--- src/rtl/cla_adder_32.sv ---
// ---------------------------------------------------------------------------
// cla_adder_32
//
// Purpose:
//   Registered carry-lookahead adder. It computes {Cout, S} = A + B + Cin as
//   an exact (WIDTH+1)-bit sum. This is the arithmetic core of the ALU AddSub
//   section. The combinational core has two lookahead levels:
//     1. Bit level: g/p for every bit, folded into 4-bit group G/P.
//     2. Group level: lookahead over all group G/P that produces the carry
//        into every group (c4, c8, ...) and the final carry (c[WIDTH]).
//   The carries inside each group come from a 4-bit lookahead that is seeded
//   with that group's carry-in. The result register adds one cycle of latency
//   and raises a valid flag.
//
// Optional feature:
//   CLA_ADDER_SUB_EN - when this macro is defined, the block gains a Sub input.
//   The effective B becomes B ^ {WIDTH{Sub}} and the effective carry-in
//   becomes Cin ^ Sub, which gives A - B (Cin=0) or A - B - 1 (Cin=1).
//   In that mode Cout=1 means "no borrow". When the macro is undefined, the
//   block only adds.
//
// Parameters:
//   WIDTH      operand width, must be a multiple of 4 (default 32)
//
// Ports:
//   clk        in   1      rising-edge clock
//   rst_n      in   1      asynchronous active-low reset
//   in_valid   in   1      A/B/Cin (and Sub) are valid this cycle
//   A          in   WIDTH  operand A, unsigned
//   B          in   WIDTH  operand B, unsigned
//   Cin        in   1      carry-in
//   Sub        in   1      subtract select (only with CLA_ADDER_SUB_EN)
//   S          out  WIDTH  registered sum
//   Cout       out  1      registered carry-out
//   out_valid  out  1      S/Cout hold a new result this cycle
// ---------------------------------------------------------------------------
module cla_adder_32 #(
    parameter int WIDTH = 32
) (
    input  logic             clk,
    input  logic             rst_n,
    input  logic             in_valid,
    input  logic [WIDTH-1:0] A,
    input  logic [WIDTH-1:0] B,
    input  logic             Cin,
`ifdef CLA_ADDER_SUB_EN
    input  logic             Sub,
`endif
    output logic [WIDTH-1:0] S,
    output logic             Cout,
    output logic             out_valid
);

    localparam int NG = WIDTH / 4;

    logic [WIDTH-1:0] bEff;
    logic             cinEff;
    logic [WIDTH-1:0] bitG;
    logic [WIDTH-1:0] bitP;
    logic [NG-1:0]    grpG;
    logic [NG-1:0]    grpP;
    logic [NG:0]      grpC;
    logic [WIDTH-1:0] bitC;
    logic [WIDTH-1:0] sumD;
    logic             coutD;

    logic [WIDTH-1:0] sumQ;
    logic             coutQ;
    logic             validQ;

`ifdef CLA_ADDER_SUB_EN
    // Subtraction is addition of the ones' complement with the carry-in flipped.
    assign bEff   = B ^ {WIDTH{Sub}};
    assign cinEff = Cin ^ Sub;
`else
    assign bEff   = B;
    assign cinEff = Cin;
`endif

    assign bitG = A & bEff;
    assign bitP = A ^ bEff;

    // First lookahead level: collapse each 4-bit slice into a group G/P.
    always_comb begin : groupGenProp
        grpG = '0;
        grpP = '0;
        for (int k = 0; k < NG; k++) begin
            grpP[k] = bitP[4*k+3] & bitP[4*k+2] & bitP[4*k+1] & bitP[4*k];
            grpG[k] = bitG[4*k+3]
                    | (bitP[4*k+3] & bitG[4*k+2])
                    | (bitP[4*k+3] & bitP[4*k+2] & bitG[4*k+1])
                    | (bitP[4*k+3] & bitP[4*k+2] & bitP[4*k+1] & bitG[4*k]);
        end
    end

    // Second lookahead level. Each group carry is a flat sum of products over
    // the lower groups' G/P and Cin, so no group waits on its neighbour's
    // carry. grpC[NG] is the carry out of the whole word.
    always_comb begin : groupCarries
        logic term;
        grpC = '0;
        term = 1'b0;
        for (int k = 0; k <= NG; k++) begin
            term = cinEff;
            for (int m = 0; m < k; m++) begin
                term = term & grpP[m];
            end
            grpC[k] = term;
            for (int j = 0; j < k; j++) begin
                term = grpG[j];
                for (int m = j + 1; m < k; m++) begin
                    term = term & grpP[m];
                end
                grpC[k] = grpC[k] | term;
            end
        end
    end

    // Carries inside each group: a 4-bit lookahead seeded with the group
    // carry-in, so this adds only one product/sum stage after grpC settles.
    always_comb begin : bitCarries
        logic term;
        bitC = '0;
        term = 1'b0;
        for (int k = 0; k < NG; k++) begin
            for (int i = 0; i < 4; i++) begin
                term = grpC[k];
                for (int m = 0; m < i; m++) begin
                    term = term & bitP[4*k+m];
                end
                bitC[4*k+i] = term;
                for (int j = 0; j < i; j++) begin
                    term = bitG[4*k+j];
                    for (int m = j + 1; m < i; m++) begin
                        term = term & bitP[4*k+m];
                    end
                    bitC[4*k+i] = bitC[4*k+i] | term;
                end
            end
        end
    end

    assign sumD  = bitP ^ bitC;
    assign coutD = grpC[NG];

    // Result register. It only captures on valid operands; otherwise the last
    // result stays visible and only the valid flag drops.
    always_ff @(posedge clk or negedge rst_n) begin
        if (!rst_n) begin
            sumQ   <= '0;
            coutQ  <= 1'b0;
            validQ <= 1'b0;
        end else begin
            validQ <= in_valid;
            if (in_valid) begin
                sumQ  <= sumD;
                coutQ <= coutD;
            end
        end
    end

    assign S         = sumQ;
    assign Cout      = coutQ;
    assign out_valid = validQ;

endmodule

--- config.mk ---
export PLATFORM = sky130hd
export DESIGN_NAME = cla_adder_32
export DESIGN_NICKNAME = d
export VERILOG_FILES = /design/src/rtl/cla_adder_32.sv
export SDC_FILE = /design/constraint.sdc
export NUM_CORES = 1
export LEC_CHECK = 0
export CORE_AREA = 2 2 78 80
export DETAILED_ROUTE_END_ITERATION = 12
export DIE_AREA = 0 0 80 82
export PLACE_DENSITY = 0.84
export RECOVER_POWER = 100
export SLEW_MARGIN = 20
export SYNTH_ARGS = -nofsm -noshare
export SYNTH_HDL_FRONTEND = slang
export SYNTH_SLANG_ARGS = --single-unit
export TNS_END_PERCENT = 10
--- constraint.sdc ---
create_clock -name clk -period 3.4 [get_ports clk]
set_clock_uncertainty 0.15 [all_clocks]
set_input_delay 0.68 -clock clk [delete_from_list [all_inputs] [get_ports clk]]
set_output_delay 0.68 -clock clk [all_outputs]
set_load 0.02 [all_outputs]
==> impl_metrics.env <==
export IMPL_hold_class="register to register"
export IMPL_final_layout_size_suffix_gt1_frac=0.279
export IMPL_portBuffers=101
export IMPL_nFillCells=405
export IMPL_endpoint="S[28]$_DFFE_PN0P_"
export IMPL_yosys_warnings=0
export IMPL_post_route_util=0.758
export IMPL_grt_max_degree=35
export IMPL_synth_edff_count=0
export IMPL_dieArea_sq_um=6560
export IMPL_num_rows=28
export IMPL_hold_violations=0
export IMPL_start_util=0.458
export IMPL_synth_xor_area_frac=0.0766
export IMPL_antenna_found_initial=0
export IMPL_power_density_nw_per_um2=395
export IMPL_reg2regPathDepth=6
export IMPL_firstDrtPassIters=4
export IMPL_wl_mm=7.27
export IMPL_synth_seq_area_share=0.324
export IMPL_die_w_microns=80
export IMPL_startpoint="A[14]"
export IMPL_ant_nets=0
export IMPL_synth_seq_cells=34
export IMPL_synth_cells=242
export IMPL_vias_per_cell=5.13
export IMPL_setup_worst_path_class="input pin to register"
export IMPL_gp_congestion=0.809
export IMPL_worst_ep_required_time_ns=3.42
export IMPL_nets=508
export IMPL_drc_errors=0
export IMPL_synth_simple_area_share=0.0976
export IMPL_fin_crit_sh=0.971
export IMPL_status="finished, violations left"
export IMPL_cts_buffers_inserted=5
export IMPL_synthMuxAreaShare=0.107
export IMPL_leakage_nw=1.97
export IMPL_wl_per_cell_microns=15.6
export IMPL_multi_input_area_sq_um=1950
export IMPL_reg2reg_to="Cout$_DFFE_PN0P_"
export IMPL_gr_usage_all_layers=0.224
export IMPL_hpwl_mm=5.36
export IMPL_rsz0062_at_grt="true"
export IMPL_htree_levels=2
export IMPL_start_kind="input pin"
export IMPL_syn_area_per_cell_sq_um=10.9
export IMPL_max_slew_margin=-0.278
export IMPL_ir_drop_v=0.000240
export IMPL_antennaDiodeCount=0
export IMPL_grt_ovfl_total=0
export IMPL_endpoint_kind="register"
export IMPL_die_h_microns=82
export IMPL_hold_slack_ns=0.356
export IMPL_cts_clk_slew_worst_paths_ns=0.07
export IMPL_setup_viol=0
export IMPL_cts_tree="done"
export IMPL_grt_pass1_wl_mm=11.4
export IMPL_fmax_mhz=303
export IMPL_syn_num_nets=358
export IMPL_reg2reg_slack_ns=2.11
export IMPL_core_sq_um=5750
export IMPL_ys_flop_type="dfrtp_1"
export IMPL_cts_sinks=34
export IMPL_arrival_ns=3.32
export IMPL_synth_adder_area_share=0.251
export IMPL_clock_latency_ns=0.29
export IMPL_io_pins=102
export IMPL_grt_pass1_vias=2510
export IMPL_synth_top_family_by_area="adder cells"
export IMPL_detailedRoute_firstIterationViolations=80
export IMPL_regArea_sq_um=851
export IMPL_synth_compound_area_frac=0.128
export IMPL_regToRegStartpoint="Cout$_DFFE_PN0P_"
export IMPL_syn_to_final_growth_pct=65.6
export IMPL_critPathMaxFanout=4
export IMPL_max_clock_path_buffers=2
export IMPL_cap_violations=1
export IMPL_slew_viol_final=35
export IMPL_root_buffer="clkbuf_8"
export IMPL_worstHoldStart="S[23]$_DFFE_PN0P_"
export IMPL_min_period_ns=3.30
export IMPL_violations="capacitance limit, slew limit"
export IMPL_vias=2390
export IMPL_syn_area_sq_um=2630
export IMPL_synth_async_sr_flop_share=1.00
export IMPL_synth_cell_types=34
export IMPL_tightestPinTransition_ns=1.92
## cells in the mapped netlist (2+ instances only)
cell	number	area share
o31ai_2	2	0.0095
mux2_2	24	0.10
fa_1	8	0.061
a21oi_1	24	0.046
nand2_1	7	0.010
o21ai_0	15	0.029
a21o_1	4	0.011
dfrtp_1	34	0.32
ha_1	40	0.19
nand3_1	6	0.011
nand4_1	5	0.012
buf_2	2	0.0038
inv_1	6	0.0086
nor2_1	11	0.016
xnor2_1	15	0.050
nor2b_1	2	0.0048
xor2_1	8	0.027
clkbuf_1	3	0.0043
nor3_1	3	0.0057
and3_1	2	0.0048
nand2b_1	8	0.019
## registers in the layout, indices dropped and copies added, names as in the netlist
signal	flops
out_valid	1
Cout	1
S	32
## worst min-delay path by stage
| stage | endpoint | slack [ns] | cells past startpoint |
|---|---|---|---|
| 2_1_floorplan | Cout$_DFFE_PN0P_ | 0.23 | 0 |
| 3_3_place_gp | S[26]$_DFFE_PN0P_ | 0.34 | 1 |
| 3_5_place_dp | S[1]$_DFFE_PN0P_ | 0.34 | 1 |
| 4_1_cts | S[16]$_DFFE_PN0P_ | 0.36 | 1 |
| 5_1_grt | S[12]$_DFFE_PN0P_ | 0.37 | 1 |
| 6_report | S[23]$_DFFE_PN0P_ | 0.36 | 1 |
## logic make-up (layout without fill, tap and decap cells)
kind of cell	Yosys count	in the layout
buffers and inverters	11	160
adder cells (fa/ha/maj)	48	48
multiplexers	25	25
flip-flops	34	34
XOR/XNOR	23	23
AND/OR/NAND/NOR	48	48
AO/OA/AOI/OAI	53	53
## critical path, cell delays in order
cell and delay (ns):
clkdlybuf4s50_1 0.45, ha_4 0.32, nand4_4 0.12, nor3_4 0.23, o31ai_4 0.11, a31oi_2 0.25
o31ai_2 0.10, o21bai_2 0.16, buf_4 0.13, buf_4 0.10, fa_1 0.42, mux2_4 0.26
## per-layer routing
metal | part of all wire | track usage
met1 | 0.40 | 0.256
met2 | 0.53 | 0.422
met3 | 0.047 | 0.0429
met5 | 0 | 0
met4 | 0.019 | 0.0695
## power breakdown
part	total, W	switching (W)	internal (W)	leakage (nW)
clock	0.000300	0.000144	0.000156	0.0431
combinational	0.000869	0.000391	0.000478	1.53
sequential	0.000553	0.0000520	0.000501	0.393
total	0.00172	0.000587	0.00113	1.97
## cell type report
class,count,area share
clock buffers,6,0.0190
inverters,6,0.00517
repair buffers,148,0.311
multi-input cells,197,0.447
well taps,75,0.0216
flip-flops and latches,34,0.195
## layout by cell type (no fill, tap or decap), types with 2 or more instances in the layout
cell	netlist	routed
clkbuf_8	0	6
o21ai_1	0	3
nor2_1	11	10
ha_4	0	11
nand3_1	6	5
mux2_4	0	2
buf_4	0	47
a21oi_1	24	20
clkdlybuf4s50_1	0	75
nand2_1	7	7
ha_1	40	27
o21ai_0	15	12
inv_1	6	6
a21o_1	4	4
nor3_1	3	2
dfrtp_1	34	34
ha_2	0	2
o21bai_2	1	2
and3_1	2	2
mux2_2	24	22
nand2b_1	8	8
dlymetal6s2s_1	0	9
a21oi_2	0	4
fa_1	8	8
nand4_1	5	5
xnor2_1	15	15
dlygate4sd2_1	0	15
xor2_1	8	8
## metrics by stage
| step | std cells | area [sq um] | worst slack, ns | total power, W | TNS [ns] |
|---|---|---|---|---|---|
| after global routing | 466 | 4350 | -0.0414 | 0.00183 | -0.0944 |
| after CTS | 466 | 4250 | 0.00193 | 0.00171 | 0 |
| after floorplan | 242 | 2630 | 0.241 | 0.000955 | 0 |
| after detailed placement | 454 | 4010 | -0.449 | 0.00138 | -4.50 |
| after global placement | 454 | 4010 | -0.348 | 0.00135 | -3.13 |
| final | 466 | 4350 | 0.0996 | 0.00172 | 0 |
## what timing repair did
item / CTS / global route
pin swaps: 28 / 11
setup buffers: 6 / 0
hold buffers: 0 / 0
gates resized for setup: 33 / 22
setup endpoints to repair: 4 / 8
Note: power is estimated with default switching activity, not from simulation.
==> edit 1, RTL diff (same flow settings) <==
The parameter `WIDTH` goes from 32 to 24. Comments in the files are not updated.
--- a/src/rtl/cla_adder_32.sv
+++ b/src/rtl/cla_adder_32.sv
@@ -37,3 +37,3 @@
 module cla_adder_32 #(
-    parameter int WIDTH = 32
+    parameter int WIDTH = 24
 ) (
Interface: changed (resized A, B and S); port bits go from 102 to 78. The function was not compared with the original's and may differ.
==> edit 1 against the unedited design <==
Final cell count down 23%. Non-clock buffer count decreased by 42. Power is 31% lower. Largest cell class unchanged. Highest routed layer unchanged. Final area decreased by 30%. Sequential cell count down 8. Largest power group unchanged. Routed wire length shrank 34%. Synthesized area down 26%. Setup slack improved by 0.045 ns.
==> edit 1: results (changes against the unedited design) <==
metric,value,unit,change
cell family contributing the most delay on the critical path,compound AO/OA/AOI/OAI gates,,
"Clk Latency, worst-skew pair",0.27,ns,-0.02 ns
P_leak,1.360,nW,-31%
vias in the first global route,1902,,-24%
worst vdd ir,0.0002158,V,-10%
max incr delay on CP,0.52,ns,+0.07 ns
Mapped Cells,178,,-26%
Filler cells,525,,+30%
Total GRT Usage,15.28,%,-7.1 points
Synth cell types,31,,-8.8%
GR Layer Usage met2,30.25,%,-12 points
largest net degree at the start of global routing,31,,-11%
detailed-route wire length,4773,microns,-34%
share of cells above drive strength 1,19.65,%,-8.2 points
met1 GRT Util,17.19,%,-8.4 points
status,"complete, no violations",,
DP Area,3007,sq um,-25%
total nets after synthesis,266,,-26%
sequential share of the synthesized area,33.57,%,+1.2 points
met3 GRT Util,1.978,%,-2.3 points
Max H-tree Level,1,,-1
setup repair bufs after CTS,0,,-6
WP data arrival,3.27,ns,-0.05 ns
Initial DRT Pass Iterations,3,,-1
first-pass GRT wire length,7948,microns,-30%
Starting DRT DRC Count,40,,-50%
nets,374,,-26%
Worst-path clk slew,0.09,ns,+0.02 ns
Area contributors post-synth,"dfrtp_1 34%, ha_1 19%, mux2_2 10%",,
Synth top cells by count,"30 x ha_1, 26 x dfrtp_1, 18 x a21oi_1, 18 x mux2_2, 11 x xnor2_1",,
Multi-input gate area,1266,sq um,-35%
-- edit 1: cell count changes after synthesis, moves of 3 or more --
cell | before | now
a21oi_1 | 24 | 18
dfrtp_1 | 34 | 26
ha_1 | 40 | 30
mux2_2 | 24 | 18
nand3_1 | 6 | 1
nand4_1 | 5 | 2
o21ai_0 | 15 | 10
xnor2_1 | 15 | 11
-- edit 1: per-stage QoR --
step,TNS (ns),power (W),hold WS [ns],setup WS [ns]
2_1_floorplan,0,0.0007163,0.2344,0.2902
3_3_place_gp,-0.8938,0.001016,0.3258,-0.1931
3_5_place_dp,-1.639,0.001033,0.3311,-0.3204
4_1_cts,0,0.001242,0.3549,0.04400
5_1_grt,0,0.001281,0.3804,0.006237
6_report,0,0.001196,0.3413,0.1444
-- edit 1: tightest hold or removal path, cell delays in order, from the launching register on --
cell	delay [ns]
dfrtp_1	0.35
nand2_1	0.05
o21ai_0	0.06
-- edit 1: power by group --
group          total [W]  switching (W)  internal [W]  leakage [nW]
combinational   0.000574       0.000267      0.000307          1.03
sequential      0.000418      0.0000377      0.000380         0.301
clock           0.000204       0.000100      0.000104        0.0288
total            0.00120       0.000405      0.000791          1.36
-- edit 1: path summary, 6_finish.rpt --
check,end,cells after the start,from
min,S[0],2,S[0]
min in group asynchronous,S[18],2,rst_n
min reg2reg,S[0],2,S[0]
max,S[23],13,A[6]
max in group asynchronous,S[1],2,rst_n
max reg2reg,Cout,3,Cout
-- edit 1: cell families after synthesis --
group	Yosys count	share of synthesized area, %
XOR/XNOR	17	7.682
adder cells (fa/ha/maj)	36	25.57
AND/OR/NAND/NOR	31	8.070
AO/OA/AOI/OAI	40	12.59
multiplexers	18	10.46
buffers and inverters	10	2.065
flip-flops	26	33.57
-- edit 1: metal layers --
metal  share of wire, %  up-vias
met1                 40      812
met5                  0        -
met4               0.57        0
met3                4.7        2
li1                   -      853
met2                 54       45
-- edit 1: timing repair --
item / in CTS / in global routing
setup endpoints to repair: 1 / 6
gates resized for setup: 1 / 6
hold buffers: 0 / 0
-- edit 1: layout make-up --
class                   instances  share of cell area (%)
repair buffers                106                   31.84
multi-input cells             142                   41.26
clock buffers                   4                   1.794
well taps                      75                   3.057
inverters                       7                  0.8561
flip-flops and latches         26                   21.20
==> edit 2, RTL diff (config.mk and constraints unchanged) <==
Without the edit above. Make the reset (`rst_n`) synchronous in one clocked block. Comments in the files are not updated.
--- a/src/rtl/cla_adder_32.sv
+++ b/src/rtl/cla_adder_32.sv
@@ -147,3 +147,3 @@
     // result stays visible and only the valid flag drops.
-    always_ff @(posedge clk or negedge rst_n) begin
+    always_ff @(posedge clk) begin
         if (!rst_n) begin
Behaviour: differs if rst_n is asserted again (counterexample within 4 cycles, from zero or initial values and one cycle with rst_n low); with rst_n held inactive, the same outputs for 10 cycles.
==> edit 2 against the unedited design <==
Sequential cell count did not move. Synthesized area decreased by 0.52%. Register-to-register slack improved by 0.13 ns. Setup slack improved by 0.017 ns. Hold slack worse by 0.030 ns. Synthesized cell count grew 11%. Final area grew 0.86%. Clock power is 2% lower. Routed wire length fell by 0.48%. First-iteration DRC count down 14%. Utilization rose by 0.65 points. Power fell by 18%. Largest cell class unchanged. Largest power group unchanged. Highest routed layer unchanged.
==> edit 2: results (changes against the unedited design) <==
metric,value,unit,change
status,"complete, no violations",,
Clock Tree Buf Depth,2,,unchanged
Crit Path Max Fanout,3,,-1
largest net degree at the start of global routing,35,,unchanged
Total GRT Usage,20.72,%,-1.7 points
max incr delay on CP,0.26,ns,-0.19 ns
Async SR Flop Fraction,0,%,-100 points
clock root cell,clkbuf_8,,
nets,526,,+3.5%
Slew headroom,12.28,%,+40 points
initial antenna violation count,0,,unchanged
Area contributors post-synth,"dfxtp_1 26%, ha_1 19%, mux2i_1 9.2%",,
Initial DRT Pass Iterations,4,,unchanged
Starting DRT DRC Count,69,,-14%
Final GP Congestion,0.8720,,+7.8%
Synth cell types,37,,+8.8%
ANT nets after route,0,,unchanged
"Clk Latency, worst-skew pair",0.28,ns,
Vias,2470,,+3.3%
share of the synthesized area in the top cell type,26.03,%,-6.3 points
met3 WL,325,microns,-5.2%
ant diodes,0,,unchanged
hpwl dp,5102,microns,-4.9%
uppermost layer routed,met4,,
P_leak,2.227,nW,+13%
Metal-1 WL,2806,microns,-3.7%
Max H-tree Level,2,,unchanged
total nets after synthesis,384,,+7.3%
Worst-path clk slew,0.06,ns,
WL per Instance,14.95,microns,-4.2%
worst min-delay path category,reg -> reg,,
worst vdd ir,0.0001944,V,-19%
max reg flops,32,,unchanged
Buffers on Ports,101,,unchanged
Slowest cell on crit path,ha_4,,
Synth top cells by count,"40 x ha_1, 34 x dfxtp_1, 25 x nor2b_1",,
CTS buffer count,5,,unchanged
share of cells above drive strength 1,20.54,%,-7.3 points
cell family contributing the most delay on the critical path,compound AO/OA/AOI/OAI gates,,
WP data arrival,3.31,ns,about the same
first-pass GRT wire length,10690,microns,-6.2%
YS warnings,0,,unchanged
routed wl met2,3996,microns,+3.1%
sequential share of the synthesized area,26.03,%,-6.3 points
Filler cells,376,,-7.2%
[edit 2: timing repair]
item / CTS / global route
endpoints found under the setup margin: 4 / 11
endpoints found under the hold margin: 0 / 0
gates resized for setup: 9 / 56
buffers inserted: 1 / 2
pin swaps: 6 / 25
[edit 2: final cells by class]
cell class	count	share of cell area (%)
tap	75	2.137
clock buffer	6	1.880
inverter	7	0.6268
sequential	34	15.50
timing repair buffer	143	31.71
multi-input combinational	219	48.15
[edit 2: worst paths after layout]
check        cells after the start  slack, ns    end  from
max                             16       0.12  S[31]  A[3]
min                              1       0.33   S[0]  S[0]
max reg2reg                      5       2.24   Cout  Cout
min reg2reg                      1       0.33   S[0]  S[0]
[edit 2: layer usage]
metal	GRT usage [%]	vias to the layer above
li1	-	1227
met1	22.84	1166
met3	4.505	11
met5	0	-
met2	39.08	66
met4	7.288	0
[edit 2: per-stage QoR]
| stage | instance area, sq um | instances | power (W) | setup WS [ns] | TNS, ns |
|---|---|---|---|---|---|
| CTS | 4118 | 482 | 0.001400 | 0.009996 | 0 |
| finish | 4392 | 484 | 0.001418 | 0.1162 | 0 |
| detailed placement | 3976 | 475 | 0.001094 | -0.4908 | -2.966 |
| floorplan | 2615 | 268 | 0.0008032 | 0.1083 | 0 |
| global placement | 3976 | 475 | 0.001074 | -0.3459 | -1.879 |
| global route | 4392 | 484 | 0.001506 | -0.03049 | -0.03049 |
[edit 2: report_power, final]
group | leakage, nW | switching, W | internal (W)
sequential | 0.281 | 0.0000226 | 0.000444
combinational | 1.90 | 0.000305 | 0.000352
clock | 0.0431 | 0.000138 | 0.000156
total | 2.23 | 0.000466 | 0.000952
[edit 2: kinds of logic (layout without fill, tap and decap cells)]
family / after synthesis / in the layout / share of synthesized area (%)
buffers and inverters: 15 / 156 / 2.249
muxes: 24 / 24 / 9.187
adders and majority gates: 48 / 48 / 25.26
AOI/OAI and AO/OA: 55 / 55 / 14.26
DFF: 34 / 34 / 26.03
and+or+nand+nor: 69 / 69 / 15.31
xor gates and xnor gates: 23 / 23 / 7.704
